<file path="config.mk">
export PLATFORM = sky130hd
export DESIGN_NAME = idecode
export DESIGN_NICKNAME = d
export VERILOG_FILES = /design/src/rtl/idecode_pkg.sv /design/src/rtl/idecode_hazard.sv /design/src/rtl/idecode.sv
export SDC_FILE = /design/constraint.sdc
export NUM_CORES = 1
export LEC_CHECK = 0
export CORE_AREA = 4 4 80 119
export CTS_BUF_LIST = sky130_fd_sc_hd__clkbuf_2
export CTS_CLUSTER_DIAMETER = 40
export DETAILED_ROUTE_END_ITERATION = 10
export DIE_AREA = 0 0 84 123
export PLACE_DENSITY = 0.83
export SLEW_MARGIN = 25
export SYNTH_ARGS = -nofsm -noshare
export SYNTH_HDL_FRONTEND = slang
export SYNTH_SLANG_ARGS = --single-unit
</file>
<file path="constraint.sdc">
create_clock -name clk -period 2.9 [get_ports clk]
set_input_delay 0.29 -clock clk [delete_from_list [all_inputs] [get_ports clk]]
set_output_delay 0.29 -clock clk [all_outputs]
set_load 0.05 [all_outputs]
</file>
<file path="src/rtl/idecode_pkg.sv">
`default_nettype none
// ============================================================================
// idecode_pkg : opcode constants, field positions and source-usage decode
// Revision    : 1.0
// ============================================================================
package idecode_pkg;

  localparam int ADDR_W = 32;

  localparam logic [5:0] OP_ALU   = 6'h00;
  localparam logic [5:0] OP_ADDI  = 6'h01;
  localparam logic [5:0] OP_LOAD  = 6'h10;
  localparam logic [5:0] OP_STORE = 6'h11;
  localparam logic [5:0] OP_BEQ   = 6'h20;
  localparam logic [5:0] OP_JMP   = 6'h21;

  localparam int OP_MSB  = 31;
  localparam int OP_LSB  = 26;
  localparam int RD_MSB  = 25;
  localparam int RD_LSB  = 21;
  localparam int RS_MSB  = 20;
  localparam int RS_LSB  = 16;
  localparam int RT_MSB  = 15;
  localparam int RT_LSB  = 11;
  localparam int IMM_MSB = 15;

  // Unknown opcodes behave as NOPs and read no sources.
  function automatic logic uses_rs(input logic [5:0] op);
    case (op)
      OP_ALU, OP_ADDI, OP_LOAD, OP_STORE, OP_BEQ: uses_rs = 1'b1;
      default:                                    uses_rs = 1'b0;
    endcase
  endfunction

  function automatic logic uses_rt(input logic [5:0] op);
    case (op)
      OP_ALU, OP_STORE, OP_BEQ: uses_rt = 1'b1;
      default:                  uses_rt = 1'b0;
    endcase
  endfunction

endpackage
`default_nettype wire

</file>
<file path="src/rtl/idecode_hazard.sv">
`default_nettype none
// ============================================================================
// idecode_hazard : load-use compare of decode sources against ID/EX dest
// Revision       : 1.0
// ============================================================================
module idecode_hazard
  import idecode_pkg::*;
#(
  parameter int RW = 5
) (
  input  logic          v_i,
  input  logic          ex_v,
  input  logic [5:0]    ex_op,
  input  logic [RW-1:0] ex_rd,
  input  logic [RW-1:0] rs,
  input  logic [RW-1:0] rt,
  input  logic          uses_rs,
  input  logic          uses_rt,
  output logic          haz
);

  logic rs_hit;
  logic rt_hit;

  assign rs_hit = uses_rs & (rs == ex_rd);
  assign rt_hit = uses_rt & (rt == ex_rd);

  // Register 0 is hardwired, so a load into it never creates a dependency.
  assign haz = v_i & ex_v & (ex_op == OP_LOAD) & (ex_rd != '0) & (rs_hit | rt_hit);

endmodule
`default_nettype wire

</file>
<file path="src/rtl/idecode.sv">
`default_nettype none
// ============================================================================
// idecode : instruction decode stage with ID/EX register and load-use stall
// Revision: 1.0
// ============================================================================
module idecode
  import idecode_pkg::*;
#(
  parameter int IW   = 32,
  parameter int RW   = 5,
  parameter int CNTW = 16
) (
  input  logic              clk,
  input  logic              rst,
  input  logic              v_i,
  input  logic [ADDR_W-1:0] pc_i,
  input  logic [IW-1:0]     inst_i,
  input  logic              flush_i,
  output logic              stall_o,
  output logic              v_o,
  output logic [ADDR_W-1:0] pc_o,
  output logic [5:0]        op_o,
  output logic [RW-1:0]     rd_o,
  output logic [RW-1:0]     rs_o,
  output logic [RW-1:0]     rt_o,
  output logic [IW-1:0]     imm_o,
  output logic [CNTW-1:0]   stall_cnt_o
);

  logic [5:0]    dec_op;
  logic [RW-1:0] dec_rd;
  logic [RW-1:0] dec_rs;
  logic [RW-1:0] dec_rt;
  logic [IW-1:0] dec_imm;
  logic          dec_uses_rs;
  logic          dec_uses_rt;
  logic          haz;

  assign dec_op      = inst_i[OP_MSB:OP_LSB];
  assign dec_rd      = inst_i[RD_MSB:RD_LSB];
  assign dec_rs      = inst_i[RS_MSB:RS_LSB];
  assign dec_rt      = inst_i[RT_MSB:RT_LSB];
  assign dec_imm     = {{(IW-16){inst_i[IMM_MSB]}}, inst_i[IMM_MSB:0]};
  assign dec_uses_rs = uses_rs(dec_op);
  assign dec_uses_rt = uses_rt(dec_op);

  idecode_hazard #(.RW(RW)) u_hazard (
    .v_i     (v_i),
    .ex_v    (v_o),
    .ex_op   (op_o),
    .ex_rd   (rd_o),
    .rs      (dec_rs),
    .rt      (dec_rt),
    .uses_rs (dec_uses_rs),
    .uses_rt (dec_uses_rt),
    .haz     (haz)
  );

  // A flush discards the dependent instruction, so there is nothing to stall.
  assign stall_o = haz & ~flush_i;

  always_ff @(posedge clk) begin
    if (rst) begin
      v_o         <= 1'b0;
      pc_o        <= '0;
      op_o        <= '0;
      rd_o        <= '0;
      rs_o        <= '0;
      rt_o        <= '0;
      imm_o       <= '0;
      stall_cnt_o <= '0;
    end else if (flush_i) begin
      v_o <= 1'b0;
    end else if (haz) begin
      v_o <= 1'b0;
      if (stall_cnt_o != {CNTW{1'b1}}) stall_cnt_o <= stall_cnt_o + 1'b1;
    end else begin
      v_o <= v_i;
      if (v_i) begin
        pc_o  <= pc_i;
        op_o  <= dec_op;
        rd_o  <= dec_rd;
        rs_o  <= dec_rs;
        rt_o  <= dec_rt;
        imm_o <= dec_imm;
      end
    end
  end

endmodule
`default_nettype wire

</file>
==> Yosys cells after proc, flatten, opt, wreduce, memory -nomap -nowiden <==
Index checks and enable logic that the tools add are counted.
{ "totals": {"inputBits": 68, "romBits": 0, "register_bits": 86, "latchBits": 0, "out_inout_bits": 103, "ramBits": 0, "mem_count": 0} }
{ "op_classes": {"div": 0, "n_bitwise": 10, "mux": 2, "eq_ne": 8, "n_reduce_logical": 7, "magnitude_cmp": 0, "n_addsub": 1, "mul": 0, "shifts": 0} }
{ "op_table": {"columns": ["op", "n"], "rows": [
  ["$eq A6 B5 Y1 const B", 3],
  ["$add A16 B1 Y16 const B", 1],
  ["$ne A16 B16 Y1 const B", 1],
  ["$eq A5 B5 Y1", 2],
  ["$and A1 B1 Y1", 7],
  ["$eq A6 B1 Y1 const B", 1],
  ["$eq A6 B6 Y1 const B", 1],
  ["$logic_not A6 Y1", 1],
  ["$reduce_and A3 Y1", 2],
  ["$reduce_or A3 Y1", 2],
  ["$reduce_bool A5 Y1", 1],
  ["$reduce_or A5 Y1", 1],
  ["$mux W1", 2],
  ["$not A1 Y1", 2],
  ["$or A1 B1 Y1", 1]
]} }

==> Logic depth before layout (Yosys ltp) <==
Gate-level depths: netlist of the first run.
{ "logic_depth": {"depth_word": 8, "ltp_mapped": 8} }

==> Cells and area by module <==
A second synthesis of the first run with hierarchy kept.
{ "hier_totals": {"hier_cells": 432, "hier_area_um2": 3452.1} }
{ "modules_own_cells": {"columns": ["mod", "instances", "seq_area_each_um2", "area_per_inst_um2", "cells_each"], "rows": [
  ["idecode", 1, 1621.6, 3299.4, 412],
  ["idecode_hazard", 1, 0.0, 152.6, 20]
]} }

==> Worst setup path before layout of the first run <==
Ideal clock, no wire load.
{ "synth_timing": {"kind": "reg-to-reg", "start": "reg stall_cnt_o[0]", "end": "reg stall_cnt_o[1]", "setup_ns": 0.128, "arrival_time_ns": 2.386, "stages_incl_launch_ff": 9, "slack_ns": 0.386, "synth_period_minus_slack_ns": 2.514, "n_path_buf": 2, "cell_sequence": "dfxtp_1 ha_1 nand3_1 or4_1 o2111ai_1 buf_2 buf_2 mux2i_1 nor2_1"} }
{ "synth_via": {"elab_chain_len": 2, "elab_cells_between_ends": 3} }
{ "synth_lines": {"columns": ["item", "line_no", "source"], "rows": [
  ["start, declared", "idecode.sv:27", "output logic [CNTW-1:0] stall_cnt_o"],
  ["start signal, assigned", "idecode.sv:76", "if (stall_cnt_o != {CNTW{1'b1}}) stall_cnt_o <= stall_cnt_o + 1'b1;"],
  ["parallel branches: the longest is 2 deep, another holds $add A16 B1 Y16", null, null]
]} }
Parallel ways; which one is timed is not known.
A chain may end at the register's enable or synchronous reset.

==> Worst setup path in the final report of the first run <==
{ "layout_timing": {"start": "reg op_o[0]", "end": "out stall_o"} }
{ "layout_via": {"elab_chain_len": 5} }
{ "layout_lines": {"columns": ["item", "line_no", "source"], "rows": [
  ["start, declared", "idecode.sv:22", "output logic [5:0] op_o,"],
  ["start signal, assigned", "idecode.sv:81", "op_o <= dec_op;"],
  ["$eq A6 B5 Y1", "idecode_hazard.sv:29", "assign haz = v_i & ex_v & (ex_op == OP_LOAD) & (ex_rd != '0) & (rs_hit | rt_hit);"],
  ["$and A1 B1 Y1 (3 in series)", "idecode_hazard.sv:29", null],
  ["$and A1 B1 Y1", "idecode.sv:60", "assign stall_o = haz & ~flush_i;"],
  ["end, declared", "idecode.sv:19", "output logic stall_o,"]
]} }
Every way passes these cells.

==> results_dict.tcl, run 1 <==
set metrics [dict create \
    outcome "complete, no violations" \
    vias_in_the_first_global_route 3061 \
    hold_viol 0 \
    gp_congestion 0.765 \
    minimum_hold_slack_ns 0.172 \
    drt_iter0_drc 101 \
    total_switching_power_uw 721 \
    power_per_cell_area_nw_per_um2 430 \
    totalNegativeSetupSlack_ns 0 \
    syn-mean-instance-area_um2 9.79 \
    setup.worst_path.class "reg -> out" \
    postCtsSetupRepairBufs 0 \
    detail_route.first_pass.iterations 4 \
    crit_arrival_ns 2.30 \
    synthesis.area_um2 3500 \
    htree_num_levels 3 \
    worst_hold_path.num_cells 2 \
    mostFrequentLayoutCell "sky130_fd_sc_hd__clkdlybuf4s50_1" \
    overflow 0 \
    cts_resized 0 \
    grtUsageMet3_pct 4.20 \
    internal_power_uw 1500 \
    min_path_type "in -> reg" \
    timing.reg2reg.worst_path_depth 7 \
    place.detailed.hpwl_mm 7.24 \
    finalSetupViolCount 0 \
    floorplan.initialDensity_pct 41.7 \
    post_drt_via_cell_ratio 4.85 \
    design.portCount 171 \
    timing.final.crit_share_pct 89.5 \
    comb_power_share_pct 25.4 \
    final_layout_size_suffix_gt1_share_pct 5.51 \
    cts_buffer_count 9 \
    finish.net_count 574 \
    sink_count_of_the_clock_tree 81 \
    residual_drc_count 0 \
    die_height_um 123 \
    grt.met2_usage_pct 33.4 \
    worst_skew_pair.late_latency_ns 0.52 \
    clockBufferDepth 2 \
    worst_setup_path_start_kind "register" \
    power.ir.vdd_worst_mv 0.377 \
    global_route.peak_usage_layer "met2" \
    critical_path_endpoint_category "output pin" \
    wire_per_inst_um 15.2 \
    master_cell_of_the_clock_root_buffer "sky130_fd_sc_hd__clkbuf_2" \
    clock-skew-final_ns 0.0253 \
    drv_slew 0 \
    use_met1_pct 17.2 \
    power.share.switching_pct 32.4 \
    required_ns 2.61 \
    synth.yosys.warnings 0 \
    synth.distinct_cells 36 \
    tritoncts "done" \
    area_growth_pct 47.7 \
    number_of_antenna_violations_at_the_first_check_in_global_routing 0 \
    track_usage_pct 17.6 \
    maxCapViolations 0 \
    syn-num-nets 427 \
    max_slew.worst_pin.slew_ns 0.573 \
    mostFrequentLayoutCells "168 x sky130_fd_sc_hd__clkdlybuf4s50_1, 81 x sky130_fd_sc_hd__dfxtp_1, 74 x sky130_fd_sc_hd__nor2_1, 65 x sky130_fd_sc_hd__mux2i_1" \
    power_frac_seq_pct 53.4 \
    port-buffer-count 170 \
    routed_wl_mm 9.38 \
    die_x_um 84 \
    p_clk_share_pct 21.2 \
    total_power_uw 2230 \
    worst_slew_margin_pct 61.5 \
    grt_first_pass_wirelength_mm 14.5 \
    largest_net_degree_at_the_start_of_global_routing 50 \
    placement_rows 41 \
    die_area_um2 10300 \
    vias 2988 \
    core_area_um2 8410 \
    max_clock_freq_ghz 0.385 \
    ys_ff_latch 81 \
    path_clk_slew_ns 0.20 \
    min_period_ns 2.59 \
    synth_cells 358 \
    cts_hold_buffers 0 \
    num-fill-cells 719 \
    count_of_antenna_violating_nets_left_after_detailed_routing 0 \
    synth_sequential_area_ratio_pct 46.3 \
    crit_path_max_fanout 4 \
    leakagePower_uw 0.00188 \
    rsz0062_at_grt "no" \
]
[sequential cells by signal (all words and copies together), names as in the netlist]
register and flops:
rt_o 5, v_o 1, op_o 6, rd_o 5
imm_o 11, pc_o 32, rs_o 5, stall_cnt_o 16
[cells by family (layout without fill, tap and decap cells)]
group	after synthesis	after routing	share of synthesized area [%]
adders and majority gates	1	1	0.357
AOI/OAI and AO/OA	27	27	5.32
and+or+nand+nor	124	124	16.6
xor gates and xnor gates	11	11	2.75
other	0	1	0
muxes	68	68	19.5
buffers and inverters	46	196	9.18
DFF	81	81	46.3
[final cells by class]
cell class | count | area, um2 | share of cell area [%]
well taps | 107 | 134 | 2.59
flip-flops and latches | 81 | 1620 | 31.3
multi-input cells | 231 | 1560 | 30.2
repair buffers | 175 | 1760 | 33.9
clock buffers | 11 | 55.1 | 1.06
clock inverters | 3 | 20.0 | 0.387
diodes | 1 | 2.50 | 0.0483
inverters | 7 | 26.3 | 0.507
[power by group through the flow]
| stage | sequential, uW | clock [uW] | combinational, uW |
|---|---|---|---|
| 2_1_floorplan | 1360 | 0 | 208 |
| 3_3_place_gp | 1210 | 0 | 562 |
| 3_5_place_dp | 1210 | 0 | 568 |
| 4_1_cts | 1190 | 505 | 570 |
| 5_1_grt | 1200 | 540 | 594 |
| 6_report | 1190 | 472 | 565 |
[per-layer routing]
| metal | up-vias | share of wire (%) |
|---|---|---|
| met3 | 22 | 6.0 |
| met4 | 0 | 3.4 |
| met5 | - | 0 |
| met1 | 1353 | 36 |
| li1 | 1511 | - |
| met2 | 102 | 54 |
[path summary, 6_finish.rpt]
| check | start | end | slack [ns] |
|---|---|---|---|
| worst max-delay path | op_o[0]$_SDFFE_PP0P_ | stall_o | 0.31 |
| worst max register to register | rd_o[4]$_SDFFE_PP0P_ | pc_o[4]$_SDFFE_PP0P_ | 0.46 |
| worst min register to register | pc_o[26]$_SDFFE_PP0P_ | pc_o[26]$_SDFFE_PP0P_ | 0.52 |
| worst min-delay path | rst | stall_cnt_o[0]$_SDFFE_PP0P_ | 0.17 |
[cells in the mapped netlist, drive strengths merged]
| library cell | number | area, um2 |
|---|---|---|
| nand3 | 10 | 50.1 |
| clkbuf | 9 | 33.8 |
| and3 | 1 | 6.26 |
| o21ai | 7 | 35.0 |
| ha | 1 | 12.5 |
| o2111ai | 1 | 8.76 |
| a221oi | 2 | 17.5 |
| mux2 | 3 | 33.8 |
| nand4 | 4 | 25.0 |
| or4 | 5 | 37.5 |
| o211ai | 2 | 20.0 |
| nor4 | 3 | 25.0 |
| nor4bb | 1 | 10.0 |
| nor3 | 4 | 20.0 |
| buf | 30 | 262 |
| xnor2 | 8 | 70.1 |
| nor2 | 74 | 278 |
| inv | 7 | 26.3 |
| xor2 | 3 | 26.3 |
| o31ai | 3 | 22.5 |
| nand2 | 5 | 18.8 |
| nor2b | 5 | 31.3 |
| a21oi | 11 | 55.1 |
| mux2i | 65 | 651 |
| a2111oi | 1 | 27.5 |
| nor4b | 2 | 17.5 |
| and2 | 1 | 6.26 |
| or2 | 1 | 6.26 |
| dfxtp | 81 | 1620 |
| or3 | 8 | 50.1 |
[worst max-delay path: stages (launching register included)]
cell,delay (ns)
sky130_fd_sc_hd__dfxtp_1,0.36
sky130_fd_sc_hd__nor4b_1,0.36
sky130_fd_sc_hd__nand4_1,0.22
sky130_fd_sc_hd__nor2_1,0.35
sky130_fd_sc_hd__o211ai_1,0.21
sky130_fd_sc_hd__inv_1,0.15
sky130_fd_sc_hd__buf_12,0.14
[metrics by stage]
step	cell area, um2	utilization (%)	instances	setup slack (ns)
finish	5180	61.5	616	0.306
global placement	5100	60.6	601	0.306
detailed placement	5100	60.6	601	0.169
floorplan	3500	-	358	0.386
CTS	5170	61.5	615	0.245
global route	5170	61.5	615	0.0779
(Power assumes the default switching activity.)
==> run 2: changes to the inputs <==
--- a/config.mk
+++ b/config.mk
@@ -5,11 +5,11 @@
 export SDC_FILE = /design/constraint.sdc
 export NUM_CORES = 1
 export LEC_CHECK = 0
-export CORE_AREA = 4 4 80 119
+export CORE_AREA = 4 4 97 99
 export CTS_BUF_LIST = sky130_fd_sc_hd__clkbuf_2
 export CTS_CLUSTER_DIAMETER = 40
 export DETAILED_ROUTE_END_ITERATION = 10
-export DIE_AREA = 0 0 84 123
+export DIE_AREA = 0 0 101 103
 export PLACE_DENSITY = 0.83
 export SLEW_MARGIN = 25
 export SYNTH_ARGS = -nofsm -noshare
==> run 2 against run 1 <==
Net effect:
- final area grew 0.80%
- hold slack gained 0.028 ns
- count of clock-buffer cells in the layout shrank 1
- power grew 6.2%
- via count grew 3.1%
- core utilization shrank 0.51 points
- fmax shrank 5.2%
- flip-flop and latch count is the same
- routed wire length grew 0.42%
- highest routed layer unchanged
==> results_dict.tcl, run 2 (synthesis gave the netlist of run 1 again) <==
set metrics [dict create \
    largest_register_ffs 32 \
    route.met2.wl_mm 4.70 \
    final-seq-area_um2 1620 \
    routed_wl_mm 9.42 \
    vias 3082 \
    power_per_cell_area_nw_per_um2 453 \
    critical_path_endpoint_category "output pin" \
    num-fill-cells 753 \
    regMostFlops "pc_o" \
    crit_arrival_ns 2.45 \
    number_of_antenna_violations_at_the_first_check_in_global_routing 0 \
    totalNegativeSetupSlack_ns 0 \
    cts_buffer_count 9 \
    min_path_type "in -> reg" \
    mostFrequentLayoutCell "sky130_fd_sc_hd__clkdlybuf4s50_1" \
    vias_in_the_first_global_route 3058 \
    power.ir.vdd_worst_mv 0.256 \
    max_slew.worst_pin.slew_ns 0.685 \
    dp_cell_count 602 \
    min_period_ns 2.74 \
    tritoncts "done" \
    required_ns 2.61 \
    mostFrequentLayoutCells "168 x sky130_fd_sc_hd__clkdlybuf4s50_1, 81 x sky130_fd_sc_hd__dfxtp_1, 74 x sky130_fd_sc_hd__nor2_1, 65 x sky130_fd_sc_hd__mux2i_1, 11 x sky130_fd_sc_hd__a21oi_1" \
    die_x_um 101 \
    setup.worst_path.class "reg -> out" \
    max_clock_freq_ghz 0.365 \
    sink_count_of_the_clock_tree 81 \
    outcome "complete, no violations" \
    p_clk_share_pct 25.7 \
    top_regs "pc_o x32, stall_cnt_o x16, imm_o x11" \
    die_height_um 103 \
    postCtsSetupRepairBufs 0 \
    master_cell_of_the_clock_root_buffer "sky130_fd_sc_hd__clkbuf_2" \
    comb_power_share_pct 23.9 \
    residual_drc_count 0 \
    finish.net_count 574 \
    floorplan.initialDensity_pct 41.0 \
    final_critical_path_setup_slack_ns 0.163 \
    leakagePower_uw 0.00190 \
    final_layout_size_suffix_gt1_share_pct 5.88 \
    antennaDiodeCount 0 \
    worst_skew_pair.late_latency_ns 0.52 \
    total_switching_power_uw 761 \
    maxCapViolations 0 \
    wirelength_met1_mm 3.77 \
    gp_congestion 0.821 \
    cts_hold_buffers 0 \
    detail_route.first_pass.iterations 4 \
    count_of_antenna_violating_nets_left_after_detailed_routing 0 \
    clockBufferDepth 2 \
    power.share.switching_pct 32.2 \
    pre_cts_slack_ns 0.259 \
    rsz0062_at_grt "no" \
    multi_input_comb_area_um2 1560 \
    worst_slew_margin_pct 54.0 \
    largest_net_degree_at_the_start_of_global_routing 60 \
    drt_iter0_drc 90 \
    finalSetupViolCount 0 \
    placement_rows 34 \
    path_clk_slew_ns 0.25 \
    track_usage_pct 18.1 \
    overflow 0 \
    timing.final.crit_share_pct 94.4 \
    place.detailed.hpwl_mm 7.10 \
    worst_setup_path_start_kind "register" \
    post_layout_nonfiller_instances 618 \
    hold_viol 0 \
    internal_power_uw 1600 \
    detailroute.wirelength.met3_um 814 \
    grt_first_pass_wirelength_mm 14.8 \
    wire_per_inst_um 15.2 \
    design.portCount 171 \
    drv_slew 0 \
    port-buffer-count 170 \
    crit_path_max_fanout 4 \
    cts_resized 0 \
    htree_num_levels 3 \
    post_drt_via_cell_ratio 4.99 \
    area_growth_pct 48.9 \
    core_area_um2 8550 \
    power_frac_seq_pct 50.4 \
    clock-skew-final_ns 0.0337 \
    die_area_um2 10400 \
    routed.top_layer "met4" \
]
[run 2: changes by cell type in the layout (fill, tap and decap cells not counted), sizes merged]
cell	delta
bufinv	+1
clkbuf	-1
clkinv	+1
diode	-1
inv	+1
[run 2: critical path, cell delays in order, from the launching register on]
cell and delay [ns]:
sky130_fd_sc_hd__dfxtp_1 0.39, sky130_fd_sc_hd__nor4bb_1 0.44, sky130_fd_sc_hd__nand4_1 0.22, sky130_fd_sc_hd__nor2_1 0.36, sky130_fd_sc_hd__o211ai_1 0.23, sky130_fd_sc_hd__inv_1 0.15, sky130_fd_sc_hd__buf_12 0.14
[run 2: power by group through the flow]
| stage | Clock [uW] | Combinational [uW] | Sequential [uW] |
|---|---|---|---|
| final | 606 | 565 | 1190 |
| after global routing | 681 | 595 | 1200 |
| after detailed placement | 0 | 567 | 1210 |
| after floorplan | 0 | 208 | 1360 |
| after global placement | 0 | 560 | 1210 |
| after CTS | 636 | 569 | 1190 |
[run 2: layout make-up]
type                       count  share of cell area, %
clock buffer                  10                  0.959
clock inverter                 6                   1.29
inverter                       7                  0.503
multi-input combinational    231                   29.9
sequential                    81                   31.1
tap                          108                   2.59
timing repair buffer         175                   33.7
[run 2: path summary, 6_finish.rpt]
path | end | depth (start not counted) | startpoint | slack (ns)
setup / recovery | stall_o | 6 | v_o$_SDFF_PP0_ | 0.16
hold / removal | rs_o[2]$_SDFFE_PP0P_ | 2 | rst | 0.20
setup reg to reg | imm_o[1]$_SDFFE_PP0P_ | 7 | rd_o[4]$_SDFFE_PP0P_ | 0.33
hold reg to reg | pc_o[28]$_SDFFE_PP0P_ | 2 | pc_o[28]$_SDFFE_PP0P_ | 0.52
[run 2: per-layer routing]
| layer | global-route usage [%] | vias to the layer above |
|---|---|---|
| met5 | 0 | - |
| met4 | 7.67 | 0 |
| met3 | 5.82 | 12 |
| met2 | 31.2 | 111 |
| met1 | 20.7 | 1452 |
| li1 | - | 1507 |
[run 2: through the flow]
step	total power [uW]	hold slack [ns]	instance area [um2]	utilization [%]
final	2360	0.200	5220	61.0
after global routing	2470	0.183	5220	61.0
after floorplan	1570	0.437	3500	-
after global placement	1770	0.473	5100	59.7
after detailed placement	1780	0.481	5100	59.7
after CTS	2400	0.162	5220	61.0
==> run 3: changes to the inputs <==
--- a/config.mk
+++ b/config.mk
@@ -5,12 +5,11 @@
 export SDC_FILE = /design/constraint.sdc
 export NUM_CORES = 1
 export LEC_CHECK = 0
-export CORE_AREA = 4 4 97 99
-export CTS_BUF_LIST = sky130_fd_sc_hd__clkbuf_2
+export CORE_AREA = 4 4 98 100
 export CTS_CLUSTER_DIAMETER = 40
 export DETAILED_ROUTE_END_ITERATION = 10
-export DIE_AREA = 0 0 101 103
-export PLACE_DENSITY = 0.83
+export DIE_AREA = 0 0 102 104
+export PLACE_DENSITY = 0.82
 export SLEW_MARGIN = 25
 export SYNTH_ARGS = -nofsm -noshare
 export SYNTH_HDL_FRONTEND = slang
==> run 3 against run 2 <==
Net effect:
- combinational power barely moved
- clock skew fell by 0.022 ns
- critical path depth rose by 1
- die area rose by 2.0%
- first-iteration DRC count down 23%
- sequential power hardly changed
- sequential share of layout area fell by 0.35 points
- setup slack better by 0.22 ns
- core utilization down 0.22 points
- critical path type is now reg -> reg
==> results_dict.tcl, run 3 (synthesis gave the netlist of run 1 again) <==
set metrics [dict create \
    routed_wl_mm 9.38 \
    overflow 0 \
    residual_drc_count 0 \
    port-buffer-count 170 \
    maxCapViolations 0 \
    grt.met2_usage_pct 29.6 \
    min_path_type "in -> reg" \
    comb_power_share_pct 22.4 \
    cp_top_family "simple AND/OR/NAND/NOR gates" \
    track_usage_pct 17.9 \
    global_route.peak_usage_layer "met2" \
    leakagePower_uw 0.00192 \
    use_met1_pct 21.6 \
    totalNegativeSetupSlack_ns 0 \
    critical_path_endpoint_category "register" \
    internal_power_uw 1780 \
    largest_register_ffs 32 \
    die_x_um 102 \
    clock-skew-final_ns 0.0113 \
    drt_iter0_drc 69 \
    finish.net_count 574 \
    worst_path_largest_cell_delay_ns 0.58 \
    pre_cts_slack_ns 0.132 \
    die_area_um2 10600 \
    design.portCount 171 \
    final_critical_path_setup_slack_ns 0.379 \
    postCtsSetupRepairBufs 0 \
    largest_net_degree_at_the_start_of_global_routing 60 \
    mostFrequentLayoutCells "168 x sky130_fd_sc_hd__clkdlybuf4s50_1, 81 x sky130_fd_sc_hd__dfxtp_1, 74 x sky130_fd_sc_hd__nor2_1, 65 x sky130_fd_sc_hd__mux2i_1, 11 x sky130_fd_sc_hd__a21oi_1" \
    power.share.switching_pct 29.3 \
    detail_route.first_pass.iterations 4 \
    timing.final.crit_share_pct 86.9 \
    crit_arrival_ns 2.74 \
    floorplan.initialDensity_pct 40.4 \
    required_ns 3.12 \
    grtUsageMet3_pct 7.44 \
    tritoncts "done" \
    minimum_hold_slack_ns 0.427 \
    final_layout_size_suffix_gt1_share_pct 5.30 \
    power_per_cell_area_nw_per_um2 478 \
    cts_hold_buffers 0 \
    count_of_antenna_violating_nets_left_after_detailed_routing 0 \
    worst_setup_path_start_kind "register" \
    number_of_antenna_violations_at_the_first_check_in_global_routing 0 \
    placement_rows 34 \
    master_cell_of_the_clock_root_buffer "sky130_fd_sc_hd__clkbuf_8" \
    area_growth_pct 50.6 \
    core_area_um2 8680 \
    gp_congestion 0.830 \
    max_slew.worst_pin.slew_ns 0.656 \
    min_period_ns 2.52 \
    path_clk_slew_ns 0.08 \
    total_switching_power_uw 739 \
    drv_slew 0 \
    p_clk_share_pct 30.5 \
    place.detailed.hpwl_mm 7.01 \
    rsz0062_at_grt "no" \
    die_height_um 104 \
    worst_skew_pair.late_latency_ns 0.34 \
    clockBufferDepth 2 \
    power_frac_seq_pct 47.1 \
    post_drt_via_cell_ratio 4.93 \
    vias_in_the_first_global_route 3125 \
    sink_count_of_the_clock_tree 81 \
    worstPathBufferInverterCount 1 \
    cts_buffer_count 9 \
    outcome "complete, no violations" \
    setup.worst_path.class "reg -> reg" \
    vias 3039 \
    top_regs "pc_o x32, stall_cnt_o x16, imm_o x11" \
    utilization_pct 60.8 \
    regMostFlops "pc_o" \
    antennaDiodeCount 0 \
    power.ir.vdd_worst_mv 0.358 \
    num-fill-cells 745 \
    mostFrequentLayoutCell "sky130_fd_sc_hd__clkdlybuf4s50_1" \
    crit_path_max_fanout 59 \
    hold_viol 0 \
    path_cells "or4_1 > o211ai_2 > nor4_2 > a2111oi_4 > buf_12 > mux2i_1 > nor2_1" \
    finalSetupViolCount 0 \
    wire_per_inst_um 15.2 \
    grt_first_pass_wirelength_mm 15.4 \
    critical-path-slowest-cell "sky130_fd_sc_hd__or4_1" \
    cts_resized 0 \
    htree_num_levels 3 \
    max_clock_freq_ghz 0.397 \
    worst_slew_margin_pct 55.9 \
]
==> run 3: path summary, 6_finish.rpt <==
path | from | slack, ns | end | depth (start not counted)
worst max-delay path | rd_o[4]$_SDFFE_PP0P_ | 0.38 | pc_o[23]$_SDFFE_PP0P_ | 7
worst max register to register | rd_o[4]$_SDFFE_PP0P_ | 0.38 | pc_o[23]$_SDFFE_PP0P_ | 7
worst min-delay path | rst | 0.43 | rs_o[2]$_SDFFE_PP0P_ | 2
worst min register to register | stall_cnt_o[9]$_SDFFE_PP0P_ | 0.50 | stall_cnt_o[9]$_SDFFE_PP0P_ | 2
==> run 3: through the flow <==
step                total power (uW)  std cells  area (um2)
CTS                             2550        617        5280
detailed placement              1780        602        5100
global route                    2640        617        5280
finish                          2520        617        5280
global placement                1770        602        5100
floorplan                       1570        358        3500
==> run 3: final cells by class <==
class	count	area [um2]	area share [%]
timing repair buffer	175	1760	33.3
sequential	81	1620	30.7
multi-input combinational	231	1560	29.6
tap	108	135	2.56
clock buffer	11	131	2.49
clock inverter	4	45.0	0.853
inverter	7	26.3	0.498
==> run 3: metal layers <==
| layer | vias to the layer above | part of all wire [%] |
|---|---|---|
| met4 | 0 | 0.82 |
| met2 | 104 | 50 |
| li1 | 1500 | - |
| met3 | 5 | 8.8 |
| met5 | - | 0 |
| met1 | 1430 | 40 |
==> run 3: power groups by stage <==
stage                     registers, uW  clock network [uW]  logic, uW
after global routing               1190                 854        595
after global placement             1210                   0        562
after CTS                          1190                 797        569
final                              1190                 770        564
after floorplan                    1360                   0        208
after detailed placement           1210                   0        567
